$ cat src/rtl/thread_pc_controller.sv
// Round-robin per-thread PC sequencer: issues one thread's PC per cycle and applies the
// delayed re-issue/branch/increment decision. Define THREAD_PC_JUMP_PRIORITY_EN to take the lowest-index jump destination instead of OR-ing them.
module thread_pc_controller #(
  parameter int PC_WIDTH          = 10,
  parameter int THREAD_COUNT      = 8,
  parameter int THREAD_ADDR_WIDTH = 3,
  parameter int INITIAL_THREAD    = 0,
  parameter int BRANCH_COUNT      = 4,
  parameter int START_PC          = 0,
  parameter int UPDATE_OFFSET     = 6
) (
  input  logic                             clock,
  input  logic                             reset,
  input  logic [BRANCH_COUNT-1:0]          jump_in,
  input  logic [BRANCH_COUNT*PC_WIDTH-1:0] branch_destination_in,
  input  logic                             IO_ready_previous,
  input  logic                             pc_wren,
  input  logic [THREAD_ADDR_WIDTH-1:0]     pc_write_thread,
  input  logic [PC_WIDTH-1:0]              pc_write_data,
  output logic [PC_WIDTH-1:0]              pc,
  output logic [THREAD_ADDR_WIDTH-1:0]     pc_thread,
  output logic                             jump_conflict
);

  localparam int TAW = THREAD_ADDR_WIDTH;
  localparam logic [TAW-1:0] LAST_THREAD   = TAW'(THREAD_COUNT - 1);
  localparam logic [TAW:0]   THREAD_COUNT_W = (TAW+1)'(THREAD_COUNT);
  localparam logic [TAW:0]   BACK_OFFSET    = (TAW+1)'(THREAD_COUNT - UPDATE_OFFSET);
  localparam logic [TAW:0]   WARM_DONE      = (TAW+1)'(UPDATE_OFFSET);

  logic [TAW-1:0]      issue_reg;
  logic [TAW-1:0]      issue_next;
  logic [TAW:0]        warm_reg;
  logic                update_en;
  logic [TAW:0]        update_sum;
  logic [TAW-1:0]      update_thread;
  logic [PC_WIDTH-1:0] pc_mem [THREAD_COUNT];
  logic [PC_WIDTH-1:0] dest_slice [BRANCH_COUNT];
  logic [PC_WIDTH-1:0] dest_sel;
  logic [PC_WIDTH-1:0] update_cur;
  logic [PC_WIDTH-1:0] update_next;
  logic                any_jump;
  logic                multi_jump;

  genvar gi;
  generate
    for (gi = 0; gi < BRANCH_COUNT; gi++) begin : g_slice
      assign dest_slice[gi] = branch_destination_in[gi*PC_WIDTH +: PC_WIDTH];
    end
  endgenerate

  assign issue_next = (issue_reg == LAST_THREAD) ? '0 : issue_reg + TAW'(1);

  // Thread being updated is the one issued UPDATE_OFFSET cycles ago; adding the
  // complement and folding once avoids a negative intermediate.
  assign update_sum    = {1'b0, issue_reg} + BACK_OFFSET;
  assign update_thread = (update_sum >= THREAD_COUNT_W) ? TAW'(update_sum - THREAD_COUNT_W)
                                                        : TAW'(update_sum);
  assign update_en     = (warm_reg == WARM_DONE);

  assign any_jump   = |jump_in;
  assign multi_jump = (jump_in & (jump_in - BRANCH_COUNT'(1))) != '0;

`ifdef THREAD_PC_JUMP_PRIORITY_EN
  always_comb begin
    dest_sel = '0;
    for (int i = BRANCH_COUNT - 1; i >= 0; i--) begin
      if (jump_in[i]) dest_sel = dest_slice[i];
    end
  end
`else
  // Non-jumping instances drive zero, so a plain OR yields the taken destination.
  always_comb begin
    dest_sel = '0;
    for (int i = 0; i < BRANCH_COUNT; i++) begin
      dest_sel = dest_sel | dest_slice[i];
    end
  end
`endif

  assign update_cur = pc_mem[update_thread];

  always_comb begin
    update_next = update_cur + PC_WIDTH'(1);
    if (!IO_ready_previous) begin
      update_next = update_cur;
    end else if (any_jump) begin
      update_next = dest_sel;
    end
  end

  always_ff @(posedge clock) begin
    if (reset) begin
      issue_reg     <= TAW'(INITIAL_THREAD);
      warm_reg      <= '0;
      pc            <= '0;
      pc_thread     <= '0;
      jump_conflict <= 1'b0;
      for (int i = 0; i < THREAD_COUNT; i++) begin
        pc_mem[i] <= PC_WIDTH'(START_PC);
      end
    end else begin
      issue_reg     <= issue_next;
      pc            <= pc_mem[issue_reg];
      pc_thread     <= issue_reg;
      jump_conflict <= update_en && multi_jump;
      if (!update_en) begin
        warm_reg <= warm_reg + (TAW+1)'(1);
      end
      if (update_en) begin
        pc_mem[update_thread] <= update_next;
      end
      // Later assignment wins, so an external write to the update thread overrides it.
      if (pc_wren && (pc_write_thread <= LAST_THREAD)) begin
        pc_mem[pc_write_thread] <= pc_write_data;
      end
    end
  end

endmodule

$ cat config.mk
export PLATFORM = sky130hd
export DESIGN_NAME = thread_pc_controller
export DESIGN_NICKNAME = d
export VERILOG_FILES = /design/src/rtl/thread_pc_controller.sv
export SDC_FILE = /design/constraint.sdc
export NUM_CORES = 1
export LEC_CHECK = 0
export CORE_ASPECT_RATIO = 0.6
export CORE_UTILIZATION = 40
export DETAILED_ROUTE_END_ITERATION = 7
export RECOVER_POWER = 100
export SYNTH_ARGS = -nofsm -noshare
export SYNTH_HDL_FRONTEND = slang
export SYNTH_SLANG_ARGS = --single-unit
$ cat constraint.sdc
create_clock -name clock -period 7.1 [get_ports clock]
set_input_delay 1.42 -clock clock [delete_from_list [all_inputs] [get_ports clock]]
set_output_delay 1.42 -clock clock [all_outputs]
set_load 0.01 [all_outputs]
## Yosys cells after proc, flatten, opt, wreduce, memory -nomap -nowiden

Memory sizes are Yosys's and may differ from the RTL's. A register that Yosys moved wholly into a read port is not among the register bits.
Index checks and enable logic that the tools add are counted.

| word-level totals | value |
|---|---|
| bits in registers | 11 |
| bits in writable memories | 80 |
| memories kept | 1 |

| cells by class | value |
|---|---|
| $add $sub $neg | 6 |
| magnitude comparators | 2 |
| equal/unequal tests | 2 |
| multiplexer cells | 17 |
| bitwise operators | 4 |
| reductions and logical operators | 7 |

Memory list:

| memory | depth | width | read ports | clocked after Yosys merged registers in | write ports | RTL line | text |
|---|---|---|---|---|---|---|---|
| pc_mem | 8 | 10 | 2 | 1 | 8 | 37 | `logic [PC_WIDTH-1:0] pc_mem [THREAD_COUNT];` |

Operators by type and width:

| kind | count |
|---|---|
| 2-to-1 mux 10 bit | 4 |
| OR 10 bit | 3 |
| OR reduction 10 bit | 2 |
| adder 10 x 1 -> 10 bit (second input constant) | 1 |
| 2-to-1 mux 1 bit | 10 |
| 2-to-1 mux 3 bit | 3 |
| adder 3 x 2 -> 4 bit (second input constant) | 1 |
| adder 4 x 1 -> 4 bit (second input constant) | 1 |
| bitwise AND 4 bit | 1 |
| equality test 4 x 3 -> 1 bit (second input constant) | 1 |
| greater-or-equal comparator 4 bit (second input constant) | 1 |
| nonzero test 4 bit | 1 |
| OR reduction 4 bit | 1 |
| subtractor 4 x 1 -> 4 bit (second input constant) | 1 |
| adder 3 x 1 -> 3 bit (second input constant) | 1 |
| equality test 3 bit (second input constant) | 1 |
| less-or-equal comparator 3 bit (second input constant) | 1 |
| subtractor 3 x 1 -> 3 bit (second input constant) | 1 |
| logical AND 1 bit | 2 |
| OR reduction 2 bit | 1 |

## Logic depth before layout (Yosys ltp)

Gate-level depths: netlist (run 1).
An unclocked memory read counts as a cell.

| depth | value |
|---|---|
| depth after elaboration | 8 |
| depth in mapped cells | 13 |
| mapped depth without buffers | 9 |

## Worst setup path after synthesis (run 1)

No wires, ideal clock.

| timing | value |
|---|---|
| path kind | reg-to-reg |
| from | reg issue_reg[2] |
| to | mem pc_mem[0][8] (data pin) |
| library setup time | 261 ps |
| arrival time | 3407 ps |
| slack | 3432 ps |
| cell stages (with the launch flop) | 14 |
| path buffers | 4 |
| clock period less this slack | 3668 ps |
| cell sequence | dfxtp_1 > clkbuf_1 > clkbuf_1 > inv_1 > ha_1 > buf_4 > buf_2 > mux4_2 > mux2_2 > ha_1 > nand3_1 > nor3_2 > mux2i_2 > a221o_1 |

RTL lines:

| element | RTL line | text |
|---|---|---|
| start: declaration | 31 | `logic [TAW-1:0] issue_reg;` |
| start signal: assignment | 94 | `issue_reg <= TAW'(INITIAL_THREAD);` |
| start signal: assignment | 103 | `issue_reg <= issue_next;` |
| end: declaration | 37 |  |

==> results of run 1 <==
-- path summary, 6_finish.rpt --
kind                  end  depth (start not counted)  slack, ns          from
min reg2reg   warm_reg[3]                          2       0.53   warm_reg[3]
max          pc_mem[7][9]                          9       1.57  issue_reg[1]
min           warm_reg[3]                          2       0.53   warm_reg[3]
max reg2reg  pc_mem[7][9]                          9       1.57  issue_reg[1]
-- final cells by class --
class | count | area (µm²) | share of cell area (%)
flip-flops and latches | 101 | 2820 | 40.6
multi-input cells | 358 | 2810 | 40.4
well taps | 192 | 240 | 3.45
inverters | 3 | 11.3 | 0.162
repair buffers | 81 | 778 | 11.2
clock buffers | 11 | 253 | 3.63
clock inverters | 5 | 38.8 | 0.558
-- Yosys cell counts, drive strengths merged (10+ instances only) --
library cell / instances / area, µm²
edfxtp: 80 / 2400
nand2: 78 / 293
o21ai: 46 / 230
mux4: 38 / 863
nor2: 38 / 143
a22o: 32 / 280
buf: 22 / 119
dfxtp: 21 / 420
clkbuf: 18 / 67.6
a21oi: 12 / 60.1
nor3: 11 / 65.1
nor4: 10 / 62.6
-- per-layer routing --
metal / vias up / wire, µm / track usage [%]
li1: 2045 / - / -
met1: 2273 / 8270 / 36.3
met2: 265 / 7010 / 34.5
met3: 14 / 2090 / 7.50
met4: 0 / 129 / 5.26
met5: - / 0 / 0
-- cells in the final DEF (no fill, tap or decap), types with 4 or more instances in the layout --
| cell | synthesis | routed |
|---|---|---|
| edfxtp_1 | 80 | 80 |
| mux2_2 | 8 | 7 |
| nand2_1 | 78 | 78 |
| clkbuf_16 | 0 | 9 |
| nand3_1 | 7 | 7 |
| mux4_2 | 36 | 36 |
| clkbuf_1 | 18 | 4 |
| dfxtp_1 | 21 | 20 |
| ha_1 | 9 | 9 |
| a221o_1 | 8 | 8 |
| clkdlybuf4s50_1 | 0 | 59 |
| a21oi_1 | 12 | 12 |
| nor3_1 | 9 | 9 |
| o21ai_0 | 43 | 44 |
| a22o_1 | 32 | 32 |
| nor2b_1 | 4 | 4 |
| nor2_1 | 38 | 38 |
| nor4_1 | 10 | 9 |
| dlygate4sd3_1 | 0 | 15 |
| mux2i_1 | 8 | 8 |
| or2_2 | 8 | 6 |
-- report_power, final --
group / switching [µW] / internal, µW
Clock: 231 / 261
Sequential: 21.3 / 672
Combinational: 163 / 129
-- metrics by stage --
step                      worst slack (ns)  util [%]
final                                 1.57      50.0
after global routing                  1.30      50.0
after CTS                             2.85      50.2
after detailed placement              2.55      48.1
after global placement                2.59      48.1
after floorplan                       3.43         -
-- worst register-to-register path, cell delays in order (launching register included) --
cell and delay, ns:
dfxtp_1 0.31, clkbuf_1 0.85, inv_1 0.69, ha_1 1.20, mux4_2 0.46, mux2_1 0.22
nand2_1 0.12, or4b_1 0.55, o311ai_2 0.66, o21ai_0 0.20
-- logic make-up (layout without fill, tap and decap cells) --
| logic type | after synthesis | count (layout) | synth area share (%) |
|---|---|---|---|
| XOR/XNOR | 2 | 2 | 0.301 |
| flip-flops | 101 | 101 | 48.5 |
| AO/OA/AOI/OAI | 117 | 117 | 13.9 |
| multiplexers | 55 | 55 | 18.0 |
| buffers and inverters | 43 | 100 | 3.39 |
| AND/OR/NAND/NOR | 174 | 174 | 13.9 |
| adder cells (fa/ha/maj) | 10 | 10 | 2.11 |
==> summary.txt, run 1 <==
Outcome
  – Status: complete, but fails checks
  – Violated checks: max-capacitance violations, max-slew violations

Clock network
  – Clock sinks: 101
  – CTS tree: yes
  – CTS Hold Bufs: 0
  – H-tree levels: 3
  – # resized after CTS: 0
  – Clk slew on worst S/H paths: 0.07 ns
  – Clk Latency, worst-skew pair: 0.35 ns
  – Max Root-Sink Buffers: 2
  – Clock root cell: clkbuf_16
  – Total CTS buffers: 9
  – Setup bufs post-CTS: 0

Worst setup path
  – CP top delay family: buffers and inverters
  – Worst Path Buf+Inv: 2
  – Max FO, Critical Path: 19
  – CP endpoint kind: register
  – Max incr delay on CP: 1.20 ns
  – CP required: 7.16 ns
  – CP max stage cell: ha_1
  – Cells along the critical path: clkbuf_1 -> inv_1 -> ha_1 -> mux4_2 -> mux2_1 -> nand2_1 -> or4b_1 -> o311ai_2 -> o21ai_0
  – Crit path launch type: register
  – Setup CP Type: register to register
  – Critical Path AT: 5.60 ns

Layout
  – Layout cells sized above 1: 13.6%
  – Final nets: 624
  – Final Cell Area: 6950 µm²
  – Diode count: 0
  – Non-filler cells in the finished layout: 751
  – Max reg flops: 80
  – Synth-to-Final Area Change: 19.4%
  – Layout fillers: 1258

Global route
  – Remaining Overflow, GRT: 0
  – Pin count of the biggest net entering global routing: 37
  – Vias in the first global route: 4357
  – Antenna violations before repair: 0
  – First-pass GRT wire length: 25900 µm
  – Total track usage: 24.4%

Detailed routing
  – Vias: 4597
  – Vias per cell: 6.12
  – Residual DRC: 0
  – Antenna viol nets, final: 0
  – Initial DRC count: 586
  – DR pass1 iterations: 5
  – DRT Wirelength: 17500 µm
  – Avg WL per Cell: 23.3 µm

Timing
  – Clock Skew: 0.00894 ns
  – Hold slack: 0.535 ns
  – Slew margin rel.: -25.3%
  – Hold Fails Final Rpt: 0
  – Pins over their slew limit: 65
  – Unrepaired setup endpoints after global routing: false
  – Period utilisation layout: 77.9%
  – Final setup viols: 0
  – Fin Setup TNS: 0 ns
  – Max Freq: 181 MHz
  – Worst Max-Slew Pin Slew: 1.87 ns
  – Final min period: 5.53 ns

Flow run
  – Max-cap viol count: 3

Synth
  – Mapped Area: 5820 µm²
  – Mapped Cells: 502
  – Share of the yosys chip area belonging to registers: 48.5%
  – Ys flop type: edfxtp_1
  – Synth unique cells: 55
  – Synth warn: 0
  – Yosys reg bits: 101
  – Async S/R FF share, synth: 0%
  – Post-synth EDFFs: 80
  – Average size of a mapped cell: 11.6 µm²
  – Syn Nets: 572

Floorplanning
  – Core area: 13900 µm²
  – Initial Util: 41.8%
  – Chip height: 95.5 µm
  – Top Ports: 75
  – Die ar.: 15100 µm²
  – FP Rows: 33
  – Die W: 158 µm

Power and ir drop
  – Worst vdd ir: 0.000101 V
  – Pwr Total: 1480 µW
  – Pleak: 0.00240 µW
  – Power Density: 212 nW/µm²

Placement
  – Number of port buffers: 74
  – Dpl cell area: 6690 µm²
  – Cell count after placement: 735
  – HPWL after detailed placement: 12700 µm
  – RePlAce Congestion: 0.901

Hold path
  – Min-delay worst type: register to register
Note: power is estimated with default switching activity, not from simulation.
==> inputs of run 2 (changes only) <==
clock period = 4.65 ns   (was 7.1 ns; I/O delays follow)
==> run 2 against run 1 <==
Compared with the run above:
- register-to-register slack lost 0.86 ns
- largest cell class unchanged
- sequential share of layout area is 0.45 points lower
- fmax up 40%
- the run still ends with max-capacitance violations, max-slew violations left
- combinational power increased by 54%
==> summary.txt, run 2 (synthesis gave the netlist of run 1 again) <==
Flow run
  – Max-cap viol count: 1 (-2)

Floorplanning
  – Initial Util: 41.8% (unchanged)
  – Die W: 158 µm (unchanged)
  – Core area: 13900 µm² (unchanged)
  – Die ar.: 15100 µm² (unchanged)
  – Chip height: 95.5 µm (unchanged)
  – Top Ports: 75 (unchanged)
  – FP Rows: 33 (unchanged)

Worst setup path
  – Worst r2r src: issue_reg[0]
  – Max FO, Critical Path: 27 (+8)
  – Crit path launch type: register
  – Max incr delay on CP: 1.02 ns (-0.18 ns)
  – Reg2reg path depth: 7 (-2)
  – Cells along the critical path: buf_4 -> mux4_2 -> mux2_1 -> nand2_1 -> or4b_1 -> o311ai_1 -> o21ai_0
  – Critical Path AT: 3.98 ns (-1.62 ns)
  – CP required: 4.69 ns (-2.47 ns)
  – Setup CP Type: register to register
  – Worst reg2reg path endpoint: pc_mem[1][9]
  – CP max stage cell: o311ai_1
  – CP endpoint kind: register
  – Slack of the worst reg-to-reg path: 0.71 ns (-0.86 ns)

Detailed routing
  – Vias per cell: 6.19 (+1.1%)
  – DR pass1 iterations: 5 (unchanged)
  – Initial DRC count: 470 (-20%)
  – Avg WL per Cell: 24.2 µm (+3.7%)
  – Vias: 4727 (+2.8%)
  – Residual DRC: 0 (unchanged)
  – Antenna viol nets, final: 0 (unchanged)
  – DRT Wirelength: 18500 µm (+5.5%)

Layout
  – Synth-to-Final Area Change: 20.8%
  – Commonest non-fill, non-tap cell in the layout: edfxtp_1
  – Layout cells sized above 1: 15.7% (+2.1 points)
  – Commonest cells after routing, fill and taps aside: edfxtp_1 (80), nand2_1 (78), clkdlybuf4s50_1 (59)
  – Non-filler cells in the finished layout: 764 (+1.7%)
  – Max reg flops: 80 (unchanged)
  – Final nets: 637 (+2.1%)
  – Diode count: 0 (unchanged)

Timing
  – Pins over their slew limit: 30 (-54%)
  – Final worst setup slack: 0.711 ns (-0.855 ns)
  – Unrepaired setup endpoints after global routing: false
  – Fin Setup TNS: 0 ns (unchanged)
  – Period utilisation layout: 84.7% (+6.8 points)
  – Clock Skew: 0.00973 ns (+0.000789 ns)
  – Final min period: 3.94 ns (-1.59 ns)
  – Max Freq: 254 MHz (+40%)
  – Hold Fails Final Rpt: 0 (unchanged)
  – Worst Max-Slew Pin Slew: 1.51 ns (-0.353 ns)
  – Hold slack: 0.541 ns (+0.00592 ns)
  – Slew margin rel.: -0.842% (+24 points)
  – Final setup viols: 0 (unchanged)

Clock network
  – CTS Hold Bufs: 0 (unchanged)
  – Total CTS buffers: 9 (unchanged)
  – Clk slew on worst S/H paths: 0.07 ns (about the same)
  – Setup bufs post-CTS: 0 (unchanged)
  – Clock root cell: clkbuf_16
  – H-tree levels: 3 (unchanged)
  – Clock sinks: 101 (unchanged)
  – Clk Latency, worst-skew pair: 0.35 ns (about the same)
  – CTS tree: yes
  – # resized after CTS: 0 (unchanged)
  – Max Root-Sink Buffers: 2 (unchanged)

Global route
  – Met1 GRT Util: 34.9% (-1.4 points)
  – Vias in the first global route: 4639 (+6.5%)
  – GR Layer Usage met2: 39.1% (+4.5 points)
  – Remaining Overflow, GRT: 0 (unchanged)
  – Met3 Use GR: 10.0% (+2.5 points)
  – Pin count of the biggest net entering global routing: 30 (-19%)
  – Busiest grt layer: met2
  – First-pass GRT wire length: 27600 µm (+6.2%)
  – Antenna violations before repair: 0 (unchanged)
  – Total track usage: 26.0% (+1.5 points)

Placement
  – Number of port buffers: 74 (unchanged)
  – Cell count after placement: 748 (+1.8%)
  – HPWL after detailed placement: 13200 µm (+4.2%)
  – RePlAce Congestion: 0.832 (-7.7%)
  – Dpl ws: 1.00 ns (-1.55 ns)

Hold path
  – Hold Path End: warm_reg[3]
  – HP Start: warm_reg[3]
  – Min-delay worst type: register to register
  – Hold Path Cell Cnt: 2 (unchanged)

Power and ir drop
  – Power Density: 317 nW/µm² (+49%)
  – Pwr Total: 2230 µW (+51%)
  – Worst vdd ir: 0.000174 V (+72%)
  – Pleak: 0.00246 µW (+2.7%)

Outcome
  – Status: complete, but fails checks
  – Violated checks: max-capacitance violations, max-slew violations
run 2: cell count changes in the layout (fill, tap and decap cells not counted), sizes merged:
cell    before  now
buf          3   18
clkbuf      15   13
clkinv       1    3
inv          7    5
run 2: per-stage QoR:
step           util (%)  cell area (µm²)
6_report           50.5             7030
5_1_grt            50.5             7030
4_1_cts            50.7             7060
3_5_place_dp       48.7             6780
3_3_place_gp       48.7             6780
2_1_floorplan         -             5820
run 2: report_power, final:
part	total, µW	switching [µW]	internal [µW]
Sequential	1060	32.9	1030
Clock	720	335	385
Combinational	449	248	201
run 2: cell type report:
type	instances	area, µm²
Timing Repair Buffer	94	883
Fill cell	1246	6880
Tap cell	192	240
Clock buffer	11	246
Clock inverter	5	32.5
Sequential cell	101	2820
Multi-Input combinational cell	358	2790
Inverter	3	11.3
run 2: worst max path at each step:
stage,slack (ns),endpoint,start,cells after the start
after floorplan,0.98,pc_mem[0][8],issue_reg[2],13
after global placement,1.10,pc_mem[7][9],jump_in[1],7
after detailed placement,1.00,pc_mem[1][9],jump_in[0],7
after CTS,1.08,pc_mem[1][6],issue_reg[2],10
after global routing,0.54,pc_mem[1][9],issue_reg[0],7
final,0.71,pc_mem[1][9],issue_reg[0],7
run 2: metal layers:
layer,share of wire (%),up-vias
met2,43,332
met1,42,2303
met4,1.1,0
li1,-,2070
met5,0,-
met3,15,22
run 2: critical path: cells and delay by family, from the launching register on:
| kind | cells | cell delay, ns |
|---|---|---|
| AO/OA/AOI/OAI | 2 | 1.26 |
| buffers and inverters | 1 | 0.33 |
| flip-flops | 1 | 0.91 |
| multiplexers | 2 | 0.50 |
| AND/OR/NAND/NOR | 2 | 0.60 |
==> inputs of run 3 (changes only) <==
clock period = 3.2 ns   (was 4.65 ns; I/O delays follow)
==> run 3 against run 2 <==
Compared with the run above:
- the flow now finishes without violations
- first-iteration DRC count increased by 7.2%
- die area unchanged
- combinational power increased by 50%
- setup slack got worse by 0.58 ns
- final cell count increased by 1.4%
- sequential power increased by 45%
- critical path depth increased by 3
- via count decreased by 0.15%
- highest routed layer unchanged
- hold slack got worse by 0.042 ns
==> summary.txt, run 3 (synthesis gave the netlist of run 1 again) <==
Detailed routing
  – DRT Wirelength: 18300 µm (-0.96%)
  – Vias per cell: 6.09 (-1.6%)
  – DR pass1 iterations: 5 (unchanged)
  – Antenna viol nets, final: 0 (unchanged)
  – Residual DRC: 0 (unchanged)
  – Avg WL per Cell: 23.6 µm (-2.4%)
  – Initial DRC count: 504 (+7.2%)
  – Vias: 4720 (-0.15%)

Clock network
  – Clk slew on worst S/H paths: 0.07 ns (about the same)
  – Clk Latency, worst-skew pair: 0.36 ns (about the same)
  – Clock root cell: clkbuf_16
  – Clock sinks: 101 (unchanged)
  – Setup bufs post-CTS: 0 (unchanged)
  – Total CTS buffers: 9 (unchanged)
  – Max Root-Sink Buffers: 2 (unchanged)
  – H-tree levels: 3 (unchanged)
  – CTS tree: yes

Timing
  – Period utilisation layout: 95.9% (+11 points)
  – Slew margin rel.: 40.4% (+41 points)
  – Final setup viols: 0 (unchanged)
  – Unrepaired setup endpoints after global routing: false
  – Hold Fails Final Rpt: 0 (unchanged)
  – Worst Max-Slew Pin Slew: 0.884 ns (-0.629 ns)
  – Clock Skew: 0.0112 ns (+0.00143 ns)
  – Max Freq: 326 MHz (+28%)
  – Pins over their slew limit: 0 (-100%)
  – Final min period: 3.07 ns (-0.869 ns)

Layout
  – Final Cell Area: 7200 µm² (+2.3%)
  – Max reg flops: 80 (unchanged)
  – Synth-to-Final Area Change: 23.6%
  – Commonest non-fill, non-tap cell in the layout: edfxtp_1
  – Layout fillers: 1223 (-1.8%)
  – Non-filler cells in the finished layout: 775 (+1.4%)
  – Final nets: 648 (+1.7%)
  – Commonest cells after routing, fill and taps aside: edfxtp_1 (80), nand2_1 (78), clkdlybuf4s50_1 (59)
  – Layout cells sized above 1: 18.2% (+2.4 points)
  – Diode count: 0 (unchanged)

Placement
  – HPWL after detailed placement: 13300 µm (+0.10%)
  – RePlAce Congestion: 0.846 (+1.7%)
  – Cell count after placement: 759 (+1.5%)
  – Number of port buffers: 74 (unchanged)
  – Dpl cell area: 6880 µm² (+1.5%)

Floorplanning
  – Chip height: 95.5 µm (unchanged)
  – Core area: 13900 µm² (unchanged)
  – Die ar.: 15100 µm² (unchanged)
  – Die W: 158 µm (unchanged)
  – Top Ports: 75 (unchanged)
  – FP Rows: 33 (unchanged)
  – Initial Util: 41.8% (unchanged)

Global route
  – Met3 Use GR: 8.50% (-1.5 points)
  – Antenna violations before repair: 0 (unchanged)
  – Remaining Overflow, GRT: 0 (unchanged)
  – First-pass GRT wire length: 27100 µm (-1.7%)
  – Total track usage: 25.7% (-0.30 points)
  – Pin count of the biggest net entering global routing: 25 (-17%)
  – Busiest grt layer: met2
  – Vias in the first global route: 4557 (-1.8%)
  – Met1 GRT Util: 36.2% (+1.3 points)
  – GR Layer Usage met2: 37.5% (-1.5 points)

Hold path
  – Hold Path Cell Cnt: 2 (unchanged)
  – Min-delay worst type: register to register
  – HP Start: issue_reg[2]

Worst setup path
  – Critical Path Start: issue_reg[2]
  – Critical Path AT: 3.29 ns (-0.69 ns)
  – Setup CP Type: register to register
  – CP endpoint kind: register
  – CP required: 3.42 ns (-1.27 ns)
  – Worst r2r src: issue_reg[2]
  – Max FO, Critical Path: 19 (-30%)
  – Reg2reg path depth: 10 (+3)
  – Crit path launch type: register

Power and ir drop
  – Pleak: 0.00255 µW (+3.5%)
  – Power Density: 463 nW/µm² (+46%)
  – Worst vdd ir: 0.000262 V (+51%)

Outcome
  – Status: completed

Flow run
  – Max-cap viol count: 0 (-1)
-- run 3: worst paths after layout --
| check | endpoint | slack, ns |
|---|---|---|
| max | pc_mem[1][6] | 0.13 |
| min | pc_thread[2] | 0.50 |
| max reg2reg | pc_mem[1][6] | 0.13 |
| min reg2reg | pc_thread[2] | 0.50 |
-- run 3: repair_timing --
action	4_1_cts	5_1_grt
setup endpoints to repair	13	39
gates resized for setup	2	3
cloned	0	0
hold buffers	0	0
-- run 3: per-layer routing --
metal | routed length [µm] | vias up
met3 | 2700 | 29
met5 | 0 | -
met1 | 8000 | 2274
met2 | 7290 | 323
met4 | 286 | 0
li1 | - | 2094
-- run 3: cell type report --
cell class	count	area [µm²]	area share, %
Inverter	3	11.3	0.156
Sequential cell	101	2830	39.3
Timing Repair Buffer	105	962	13.4
Clock buffer	11	258	3.58
Tap cell	192	240	3.34
Clock inverter	5	51.3	0.713
Multi-Input combinational cell	358	2850	39.6
-- run 3: worst max-delay path, cell delays in order, from the launching register on --
cell and delay, ns:
dfxtp_2 0.33, inv_1 0.06, ha_1 0.32, buf_12 0.18, mux4_2 0.31, mux2_2 0.35, ha_1 0.28, nand3_2 0.13
nor4_1 0.09, nor3_2 0.64, a22o_1 0.24
-- run 3: stage by stage --
| stage | util [%] | hold WS, ns | total power (µW) | setup slack, ns | TNS, ns |
|---|---|---|---|---|---|
| after floorplan | - | 0.472 | 1950 | 0.0304 | 0 |
| after global placement | 49.5 | 0.487 | 2230 | -0.0628 | -0.287 |
| after detailed placement | 49.5 | 0.494 | 2240 | -0.169 | -0.905 |
| after CTS | 51.8 | 0.504 | 3350 | 0.00418 | 0 |
| after global routing | 51.7 | 0.537 | 3440 | 0.0328 | 0 |
| final | 51.7 | 0.499 | 3330 | 0.130 | 0 |
-- run 3: where the power goes --
part | leakage (µW) | switching (µW) | internal [µW]
clock | 0.000152 | 522 | 600
sequential | 0.000988 | 47.2 | 1490
combinational | 0.00141 | 366 | 308
total | 0.00255 | 936 | 2400
==> edit (flow settings as in run 2) <==
Reset style: asynchronous (`reset`), changed in one clocked block.
--- a/src/rtl/thread_pc_controller.sv
+++ b/src/rtl/thread_pc_controller.sv
@@ -91,3 +91,3 @@
 
-  always_ff @(posedge clock) begin
+  always_ff @(posedge clock or posedge reset) begin
     if (reset) begin
Function: differs if reset is asserted again (counterexample within 4 cycles, from zero or initial values and one cycle with reset high); with reset held inactive, the same outputs for 10 cycles.
==> edit against run 2 <==
Via count rose by 20%; worst setup slack got worse by 0.017 ns; fmax fell by 0.43%; cell area rose by 3.5%; total power rose by 9.5%; routed wire length rose by 17%; synthesized area rose by 4.1%; sequential cell count did not move; combinational power rose by 24%; die area rose by 4.1%; critical path depth did not move; utilization fell by 0.80 points.
==> edit: results (changes against run 2) <==
<table>
<tr><th>Metric</th><th>Value</th></tr>
<tr><th colspan="2">GRT</th></tr>
<tr><td>Total Routing Usage GR</td><td>0.282 (+0.0220)</td></tr>
<tr><td>First-pass GRT wire length</td><td>32,800 µm (+19%)</td></tr>
<tr><td>Largest net degree at the start of global routing</td><td>79 (+160%)</td></tr>
<tr><th colspan="2">Yosys</th></tr>
<tr><td>Portion of the post-synthesis area used by sequential elements</td><td>0.417 (-0.0680)</td></tr>
<tr><td>Top_reg_cell synth</td><td>dfrtp_1</td></tr>
<tr><td>Mux cell area share after synthesis</td><td>0.182 (+0.00171)</td></tr>
<tr><td>Commonest cells in the synthesized netlist</td><td>dfrtp_1 (101), nand2_1 (76), a21oi_1 (54)</td></tr>
<tr><td>Fraction of synthesis flops using an asynchronous set or reset pin</td><td>1.00 (+1.00)</td></tr>
<tr><td>Post-synthesis share of cell area spent on xor and xnor gates</td><td>0.00289 (-0.000120)</td></tr>
<tr><td>Compound-gate portion of the synthesized area</td><td>0.153 (+0.0139)</td></tr>
<tr><td>Top area cells in the synthesized netlist</td><td>dfrtp_1 (42%), mux4_2 (10%), nand2_1 (4.7%)</td></tr>
<tr><th colspan="2">Worst hold path</th></tr>
<tr><td>Worst Hold Endpoint</td><td>warm_reg[3]</td></tr>
<tr><td>Cell depth of the worst min-delay path</td><td>1 (-1)</td></tr>
<tr><td>Hold_sp</td><td>warm_reg[3]</td></tr>
<tr><th colspan="2">Detailed routing</th></tr>
<tr><td>Drt wl/cell</td><td>24.6 µm (+1.8%)</td></tr>
<tr><td>Via Count</td><td>5,687 (+20%)</td></tr>
<tr><td>1st-iter DRT viols</td><td>621 (+32%)</td></tr>
<tr><th colspan="2">Cells and area</th></tr>
<tr><td>Proportion of layout cells with a drive suffix above 1</td><td>0.103 (-0.0547)</td></tr>
<tr><td>Net total in the final layout</td><td>747 (+17%)</td></tr>
<tr><td>Filler Cell Count</td><td>1,368 (+9.8%)</td></tr>
<tr><th colspan="2">STA</th></tr>
<tr><td>Maximum clock skew at final layout</td><td>0.00812 ns (-0.00161 ns)</td></tr>
<tr><th colspan="2">Run status</th></tr>
<tr><td>Outcome</td><td>complete, no violations</td></tr>
<tr><th colspan="2">Power</th></tr>
<tr><td>Highest ir drop seen on vdd</td><td>0.000187 V (+7.4%)</td></tr>
<tr><td>Leakage power figure</td><td>2.87 nW (+16%)</td></tr>
<tr><th colspan="2">Critical path</th></tr>
<tr><td>Delay of the slowest critical-path stage</td><td>0.93 ns (-0.09 ns)</td></tr>
<tr><td>Crit Reg-Reg Endpoint</td><td>pc_mem[29]</td></tr>
<tr><td>Largest fanout on the critical path</td><td>33 (+22%)</td></tr>
<tr><th colspan="2">Placement</th></tr>
<tr><td>Setup slack at placement</td><td>0.899 ns (-0.102 ns)</td></tr>
<tr><td>GP Congestion</td><td>0.948 (+14%)</td></tr>
<tr><td>Detailed placement HPWL</td><td>15,200 µm (+14%)</td></tr>
</table>
## edit: worst max-delay path by stage
stage            startpoint           end  slack, ns  depth (start not counted)
2_1_floorplan         reset  issue_reg[0]       1.07                          1
3_3_place_gp     jump_in[1]    pc_mem[59]       1.02                          7
3_5_place_dp     jump_in[1]    pc_mem[29]       0.90                          7
4_1_cts        issue_reg[2]    pc_mem[29]       1.03                          9
5_1_grt        issue_reg[0]    pc_mem[29]       0.42                          7
6_report       issue_reg[0]    pc_mem[29]       0.69                          7
## edit: kinds of logic (layout without fill, tap and decap cells)
family / Yosys count / count (layout)
and+or+nand+nor: 232 / 232
AOI/OAI and AO/OA: 156 / 156
DFF: 101 / 101
muxes: 65 / 65
buffers and inverters: 49 / 116
adders and majority gates: 10 / 10
xor gates and xnor gates: 2 / 2
## edit: routing by layer
layer	GRT usage	vias up	routed length [µm]
li1	-	2431	-
met1	0.406	2784	9330
met2	0.389	413	8820
met3	0.0994	59	2960
met4	0.0943	0	533
met5	0	-	0
## edit: per-stage QoR
step,cell area [µm²],hold slack (ns),cells,util
after floorplan,6060,0.400,615,-
after global placement,7010,0.505,864,0.479
after detailed placement,7010,0.518,864,0.479
after CTS,7320,0.532,880,0.500
after global routing,7280,0.569,880,0.497
final,7280,0.534,880,0.497
## edit: cell type report
| type | count | area, µm² | share of cell area |
|---|---|---|---|
| clock buffer | 11 | 233 | 0.0320 |
| timing repair buffer | 93 | 850 | 0.117 |
| tap | 198 | 248 | 0.0340 |
| sequential | 101 | 2530 | 0.347 |
| clock inverter | 5 | 75.1 | 0.0103 |
| multi-input combinational | 465 | 3310 | 0.455 |
| inverter | 7 | 31.3 | 0.00430 |
## edit: critical path: cells and delay by family (launching register included)
kind                   cells  cell delay [ns]
AOI/OAI and AO/OA          1             0.38
DFF                        1             0.93
buffers and inverters      1             0.64
and+or+nand+nor            3             1.32
muxes                      2             0.55
## edit: where the power goes
group	switching [mW]	leakage, nW	internal (mW)
logic	0.279	1.59	0.276
clock network	0.328	0.153	0.470
registers	0.0801	1.12	1.01
total	0.688	2.87	1.75
